==> config.mk <==
export PLATFORM = sky130hd
export DESIGN_NAME = fetch_sequencer_flat
export DESIGN_NICKNAME = d
export VERILOG_FILES = /design/src/rtl/fetch_sequencer_if.sv /design/src/rtl/fetch_sequencer.sv /design/src/flat_wrapper.sv
export SDC_FILE = /design/constraint.sdc
export NUM_CORES = 1
export LEC_CHECK = 0
export ABC_AREA = 1
export CORE_ASPECT_RATIO = 1.4
export CORE_UTILIZATION = 35
export DETAILED_ROUTE_END_ITERATION = 6
export PLACE_DENSITY = 0.64
export SLEW_MARGIN = 20
export SYNTH_ARGS = -nofsm -noshare
export SYNTH_HDL_FRONTEND = slang
export SYNTH_SLANG_ARGS = --single-unit
==> constraint.sdc <==
create_clock -name clk -period 2 [get_ports clk]
set_input_delay 0.5 -clock clk [delete_from_list [all_inputs] [get_ports clk]]
set_output_delay 0.5 -clock clk [all_outputs]
set_load 0.03 [all_outputs]
==> src/rtl/fetch_sequencer_if.sv <==
// Bus bundle between fetch_sequencer, the opcode buffer and the decode stage.
// master: the sequencer side. slave: the buffer/decode environment side.
interface fetch_sequencer_if #(
    parameter int unsigned ADDRESS_WIDTH = 32,
    parameter int unsigned WORD_WIDTH    = 32
) ();
    // Opcode buffer request/response
    logic [ADDRESS_WIDTH-1:0] ip;
    logic                     startLoading;
    logic                     busy;
    logic [WORD_WIDTH-1:0]    opcode;
    // Control-flow redirect
    logic                     redirect;
    logic [ADDRESS_WIDTH-1:0] redirectPc;
    // Decode handshake
    logic [WORD_WIDTH-1:0]    instr;
    logic [ADDRESS_WIDTH-1:0] instrPc;
    logic                     instrValid;
    logic                     instrReady;

    modport master (
        output ip, startLoading, instr, instrPc, instrValid,
        input  busy, opcode, redirect, redirectPc, instrReady
    );

    modport slave (
        input  ip, startLoading, instr, instrPc, instrValid,
        output busy, opcode, redirect, redirectPc, instrReady
    );
endinterface

==> src/rtl/fetch_sequencer.sv <==
// Fetch sequencer: owns the PC, issues one opcode-buffer request at a time,
// captures each returned opcode into a prefetch FIFO drained by decode.
// A redirect flushes the FIFO and restarts fetch; an in-flight buffer
// transaction cannot be aborted, so its result is dropped via a discard flag.
module fetch_sequencer #(
    parameter int unsigned              ADDRESS_WIDTH = 32,
    parameter int unsigned              WORD_WIDTH    = 32,
    parameter int unsigned              DEPTH         = 4,  // power of two, >= 2
    parameter logic [ADDRESS_WIDTH-1:0] RESET_PC      = '0
) (
    input logic               clk,
    input logic               reset,
    fetch_sequencer_if.master bus
);
    localparam int unsigned PtrWidth   = $clog2(DEPTH);
    localparam int unsigned CountWidth = $clog2(DEPTH + 1);

    typedef enum logic [1:0] {StIdle, StReq, StWaitBusy, StWaitDone} stateE;

    stateE                    stateQ;
    logic [ADDRESS_WIDTH-1:0] pcQ;
    logic [ADDRESS_WIDTH-1:0] ipQ;
    logic                     startLoadingQ;
    logic                     discardQ;

    logic [WORD_WIDTH-1:0]    memWord [DEPTH];
    logic [ADDRESS_WIDTH-1:0] memPc   [DEPTH];
    logic [PtrWidth-1:0]      wrPtrQ;
    logic [PtrWidth-1:0]      rdPtrQ;
    logic [CountWidth-1:0]    countQ;
    logic [WORD_WIDTH-1:0]    holdInstrQ;
    logic [ADDRESS_WIDTH-1:0] holdPcQ;

    logic                     hasSlot;
    logic                     instrValidW;
    logic                     push;
    logic                     pop;

    // Handshake decode; redirect overrides both push and pop.
    always_comb begin
        hasSlot     = countQ < CountWidth'(DEPTH);
        instrValidW = countQ != '0;
        push        = (stateQ == StWaitDone) && !bus.busy && !discardQ && !bus.redirect;
        pop         = instrValidW && bus.instrReady && !bus.redirect;
    end

    // Fetch FSM: request, wait for busy to rise, capture on its fall.
    // ip mirrors pc while idle; during a transaction pc may hold a redirect target.
    always_ff @(posedge clk or negedge reset) begin
        if (!reset) begin
            stateQ        <= StIdle;
            pcQ           <= RESET_PC;
            ipQ           <= RESET_PC;
            startLoadingQ <= 1'b0;
            discardQ      <= 1'b0;
        end else begin
            startLoadingQ <= 1'b0;
            case (stateQ)
                StIdle: begin
                    if (bus.redirect) begin
                        pcQ <= bus.redirectPc;
                        ipQ <= bus.redirectPc;
                    end else if (hasSlot) begin
                        ipQ           <= pcQ;
                        startLoadingQ <= 1'b1;
                        stateQ        <= StReq;
                    end
                end
                StReq: begin
                    stateQ <= StWaitBusy;
                    if (bus.redirect) begin
                        pcQ      <= bus.redirectPc;
                        discardQ <= 1'b1;
                    end
                end
                StWaitBusy: begin
                    if (bus.busy) begin
                        stateQ <= StWaitDone;
                    end
                    if (bus.redirect) begin
                        pcQ      <= bus.redirectPc;
                        discardQ <= 1'b1;
                    end
                end
                StWaitDone: begin
                    if (!bus.busy) begin
                        // Capture edge: the in-flight result is consumed either way.
                        stateQ   <= StIdle;
                        discardQ <= 1'b0;
                        if (bus.redirect) begin
                            pcQ <= bus.redirectPc;
                            ipQ <= bus.redirectPc;
                        end else if (discardQ) begin
                            ipQ <= pcQ;
                        end else begin
                            pcQ <= ipQ + ADDRESS_WIDTH'(4);
                            ipQ <= ipQ + ADDRESS_WIDTH'(4);
                        end
                    end else if (bus.redirect) begin
                        pcQ      <= bus.redirectPc;
                        discardQ <= 1'b1;
                    end
                end
                default: stateQ <= StIdle;
            endcase
        end
    end

    // Prefetch FIFO; a flush resets pointers only, storage keeps stale data.
    always_ff @(posedge clk or negedge reset) begin
        if (!reset) begin
            memWord    <= '{default: '0};
            memPc      <= '{default: '0};
            wrPtrQ     <= '0;
            rdPtrQ     <= '0;
            countQ     <= '0;
            holdInstrQ <= '0;
            holdPcQ    <= '0;
        end else begin
            if (instrValidW) begin
                holdInstrQ <= memWord[rdPtrQ];
                holdPcQ    <= memPc[rdPtrQ];
            end
            if (bus.redirect) begin
                wrPtrQ <= '0;
                rdPtrQ <= '0;
                countQ <= '0;
            end else begin
                if (push) begin
                    memWord[wrPtrQ] <= bus.opcode;
                    memPc[wrPtrQ]   <= ipQ;
                    wrPtrQ          <= wrPtrQ + PtrWidth'(1);
                end
                if (pop) begin
                    rdPtrQ <= rdPtrQ + PtrWidth'(1);
                end
                if (push && !pop) begin
                    countQ <= countQ + CountWidth'(1);
                end else if (pop && !push) begin
                    countQ <= countQ - CountWidth'(1);
                end
            end
        end
    end

    // Outputs: head entry while valid, otherwise the last head shown.
    always_comb begin
        bus.ip           = ipQ;
        bus.startLoading = startLoadingQ;
        bus.instrValid   = instrValidW;
        bus.instr        = instrValidW ? memWord[rdPtrQ] : holdInstrQ;
        bus.instrPc      = instrValidW ? memPc[rdPtrQ] : holdPcQ;
    end
endmodule

==> src/flat_wrapper.sv <==
// flat-port wrapper written by rule: the top's interface ports become plain ports
module fetch_sequencer_flat 
#(
    parameter int unsigned              ADDRESS_WIDTH = 32,
    parameter int unsigned              WORD_WIDTH    = 32,
    parameter int unsigned              DEPTH         = 4,                       
    parameter logic [ADDRESS_WIDTH-1:0] RESET_PC      = '0
)
  (clk, reset, bus_ip, bus_startLoading, bus_instr, bus_instrPc, bus_instrValid, bus_busy, bus_opcode, bus_redirect, bus_redirectPc, bus_instrReady);
  fetch_sequencer_if #(.ADDRESS_WIDTH(ADDRESS_WIDTH), .WORD_WIDTH(WORD_WIDTH)) bus_i ();
  input logic clk;
  input logic reset;
  output wire logic [$bits(bus_i.ip)-1:0] bus_ip;
  output wire logic [$bits(bus_i.startLoading)-1:0] bus_startLoading;
  output wire logic [$bits(bus_i.instr)-1:0] bus_instr;
  output wire logic [$bits(bus_i.instrPc)-1:0] bus_instrPc;
  output wire logic [$bits(bus_i.instrValid)-1:0] bus_instrValid;
  input wire logic [$bits(bus_i.busy)-1:0] bus_busy;
  input wire logic [$bits(bus_i.opcode)-1:0] bus_opcode;
  input wire logic [$bits(bus_i.redirect)-1:0] bus_redirect;
  input wire logic [$bits(bus_i.redirectPc)-1:0] bus_redirectPc;
  input wire logic [$bits(bus_i.instrReady)-1:0] bus_instrReady;
  assign bus_ip = bus_i.ip;
  assign bus_startLoading = bus_i.startLoading;
  assign bus_instr = bus_i.instr;
  assign bus_instrPc = bus_i.instrPc;
  assign bus_instrValid = bus_i.instrValid;
  assign bus_i.busy = bus_busy;
  assign bus_i.opcode = bus_opcode;
  assign bus_i.redirect = bus_redirect;
  assign bus_i.redirectPc = bus_redirectPc;
  assign bus_i.instrReady = bus_instrReady;
  fetch_sequencer #(.ADDRESS_WIDTH(ADDRESS_WIDTH), .WORD_WIDTH(WORD_WIDTH), .DEPTH(DEPTH), .RESET_PC(RESET_PC)) u_core (.clk(clk), .reset(reset), .bus(bus_i));
endmodule
==> results_dict.tcl <==
set metrics [dict create \
    ys.flop_type "dfrtp_1" \
    cp.depth 6 \
    final_layout_size_suffix_gt1_share_pct 21.6 \
    die_area_mm2 0.0535 \
    most-common-layout-cells "nand2_1, dfrtp_1, nor2_1" \
    post-route-period-util_pct 132 \
    rsz0062_at_grt "yes" \
    rows 99 \
    clock-sinks 395 \
    path_buf_inv 4 \
    core-area_mm2 0.0520 \
    synth-edff-count 0 \
    slowest_delay_ps 550 \
    leakagePower_nw 11.5 \
    grt_pass1_wl_um 89800 \
    reg2regPathDepth 12 \
    critical_path_class "reg -> out" \
    cts_tree "done" \
    routed_via_density 5.21 \
    r2r_end "u_core.countQ[2]" \
    synth_area_leader_cell "dfrtp_1" \
    async_reset_ff_share_pct 100 \
    p_per_area_mw_per_mm2 1630 \
    die_w_um 196 \
    finalSetupTns_ps -35990 \
    max-slew-margin-rel_pct 71.0 \
    crit_chain "clkinv_4 > buf_12 > buf_12 > o21ai_0 > a31oi_2 > buf_6" \
    syn_avg_cell_area_um2 7.95 \
    setup.worst_path.end "bus_instr[17]" \
    htree_num_levels 2 \
    endpoint_kind "output port" \
    final_max_slew_viol_count 0 \
    post-route-worst-setup-slack_ps -631 \
    vias 16900 \
    drv_cap 0 \
    io_buffer_count 166 \
    fill_cells 4804 \
    initial_utilization_pct 35.4 \
    ys_types 33 \
    wl_per_cell_um 18.1 \
    hold_path.class "in -> reg" \
    final_common_cell "nand2_1" \
    cp-startpoint "u_core.rdPtrQ[0]" \
    cp_slowest_cell "dfrtp_4" \
    wirelength_um 58600 \
    synth.area.top_cells "dfrtp_1, nand2_1, nor2_1" \
    grt_antenna_before_repair 0 \
    drt-pass1-iter-count 6 \
    final_core_util_pct 49.4 \
    cp-start-kind "flip-flop" \
    yosysSeqAreaShare_pct 53.7 \
    grt_max_degree 69 \
    ctsRootBufferMaster "clkbuf_16" \
    numCtsBuffers 42 \
    worst_slew_pin_slew_ps 434 \
    crit_path_frequent_cell "buf_12" \
    grt_pass1_vias 16600 \
    fin_crit_ps 2630 \
    ys_warn_count 0 \
    insertion_delay_ps 580 \
    ios 167 \
    r2r_start "u_core.stateQ[0]" \
    synth_top_area_share_pct 53.7 \
    synthCells 2314 \
    insertedDiodeCount 0 \
    finClkSkew_ps 27.1 \
    dp_hpwl_um 34600 \
    crit_family "buffers and inverters" \
    synth_seq_cells 395 \
    reg2reg_slack_ps 70 \
    regArea_mm2 0.00989 \
    outcome "finished, violations left" \
    hold_viol 0 \
    drt_iter0_markers 1177 \
    drcViolationCount 0 \
    die_h_um 273 \
    clk_pin_slew_ps 60 \
    max_freq_ghz 0.380 \
    place_congestion 0.902 \
    crit_fanout 22 \
    arrival_ps 2130 \
    vdd_drop_max_mv 0.822 \
    multi_input_area_mm2 0.00880 \
    cp.required_ps 1500 \
    netlist_area_mm2 0.0184 \
    nets 2629 \
    postRouteAntennaNets 0 \
    finalSetupViolCount 65 \
    gr-total-overflow 0 \
    violations "negative setup slack" \
    clk_path_buf_depth 3 \
    grtUsageTotal_pct 21.1 \
    synth_fp_nets 2393 \
    area_growth_pct 39.7 \
]
sequential cells by signal, summed over array words and instances, names as in the netlist:
name and flops:
u_core.discardQ 1, u_core.holdInstrQ 32, u_core.rdPtrQ 2, u_core.pcQ 32, u_core.wrPtrQ 2, u_core.memWord 128, u_core.bus.startLoading 1, u_core.countQ 3
u_core.bus.ip 32, u_core.memPc 128, u_core.stateQ 2, u_core.holdPcQ 32
cell families after synthesis:
logic type	synth area share [%]
simple gates	22.3
compound gates	16.5
flops	53.7
buf+inv	6.57
fa+ha+maj	0.721
xor+xnor	0.143
synth_stat cells, types with 2 or more instances:
library cell / number
nand2_1: 515
buf_2: 78
ha_1: 9
inv_1: 131
o211ai_1: 3
buf_6: 2
nand2_2: 5
nand3_1: 92
dfrtp_1: 395
nor3_1: 3
o21ai_0: 191
inv_2: 6
o22ai_1: 5
nor2_8: 2
a21boi_0: 18
o21a_1: 2
buf_4: 8
xor2_1: 2
o21ai_1: 258
a31oi_1: 64
buf_1: 16
a21oi_1: 36
nor2_1: 421
clkbuf_1: 43
area by class of cell:
cell class | instances | area share [%]
Clock buffer | 63 | 4.90
Clock inverter | 14 | 0.764
Inverter | 137 | 2.06
Multi-Input combinational cell | 1635 | 34.2
Sequential cell | 395 | 38.5
Tap cell | 656 | 3.19
Timing Repair Buffer | 339 | 16.4
worst register-to-register path: stages (launching register included):
cell	delay (ps)
dfrtp_1	410
ha_2	240
inv_6	80
nor2_8	40
nand2_4	90
nor2_8	40
nand2_2	60
inv_1	50
fa_2	350
xnor2_2	140
xor2_1	160
nand3_1	60
o21ai_0	90
report_power, final:
group          total [W]  internal [W]  leakage [nW]  switching (W)
logic             0.0224       0.00950          5.57         0.0129
clock network    0.00825       0.00489         0.721        0.00336
registers         0.0113        0.0100          5.20        0.00125
how the worst min path moves through the flow:
stage	depth (start not counted)	startpoint	endpoint	slack, ps
after floorplan	0	reset	u_core.bus.ip[0]	200
after global placement	1	reset	u_core.bus.ip[4]	440
after detailed placement	1	reset	u_core.bus.ip[4]	440
after CTS	2	bus_redirect	u_core.rdPtrQ[0]	280
after global routing	2	bus_redirect	u_core.rdPtrQ[0]	290
final	2	bus_redirect	u_core.rdPtrQ[0]	310
through the flow:
| stage | hold slack [ps] | total power (W) | area, um^2 | setup slack [ps] | std cells |
|---|---|---|---|---|---|
| final | 314 | 0.0419 | 25700 | -631 | 3239 |
| after global routing | 288 | 0.0442 | 25700 | -699 | 3239 |
| after CTS | 277 | 0.0404 | 24700 | -634 | 3220 |
| after detailed placement | 443 | 0.0290 | 21800 | -368 | 3093 |
| after global placement | 444 | 0.0287 | 21800 | -451 | 3093 |
| after floorplan | 204 | 0.0218 | 18800 | -106 | 2314 |
routing by layer:
layer / part of all wire (%) / vias to the layer above / global-route usage (%) / wire [um]
li1: - / 8033 / - / -
met1: 41 / 8168 / 26.1 / 24100
met2: 51 / 572 / 37.3 / 29900
met3: 5.1 / 108 / 3.03 / 3010
met4: 2.7 / 0 / 7.44 / 1590
met5: 0 / - / 0 / 0
what timing repair did:
item | 4_1_cts | 5_1_grt
endpoints found under the hold margin | 28 | 0
setup buffers | 35 | 14
pin swaps | 42 | 90
cloned | 14 | 11
setup endpoints to repair | 113 | 115
hold buffers | 1 | 0
gates resized for setup | 333 | 215
No activity file was read; power rests on OpenSTA's default activity.
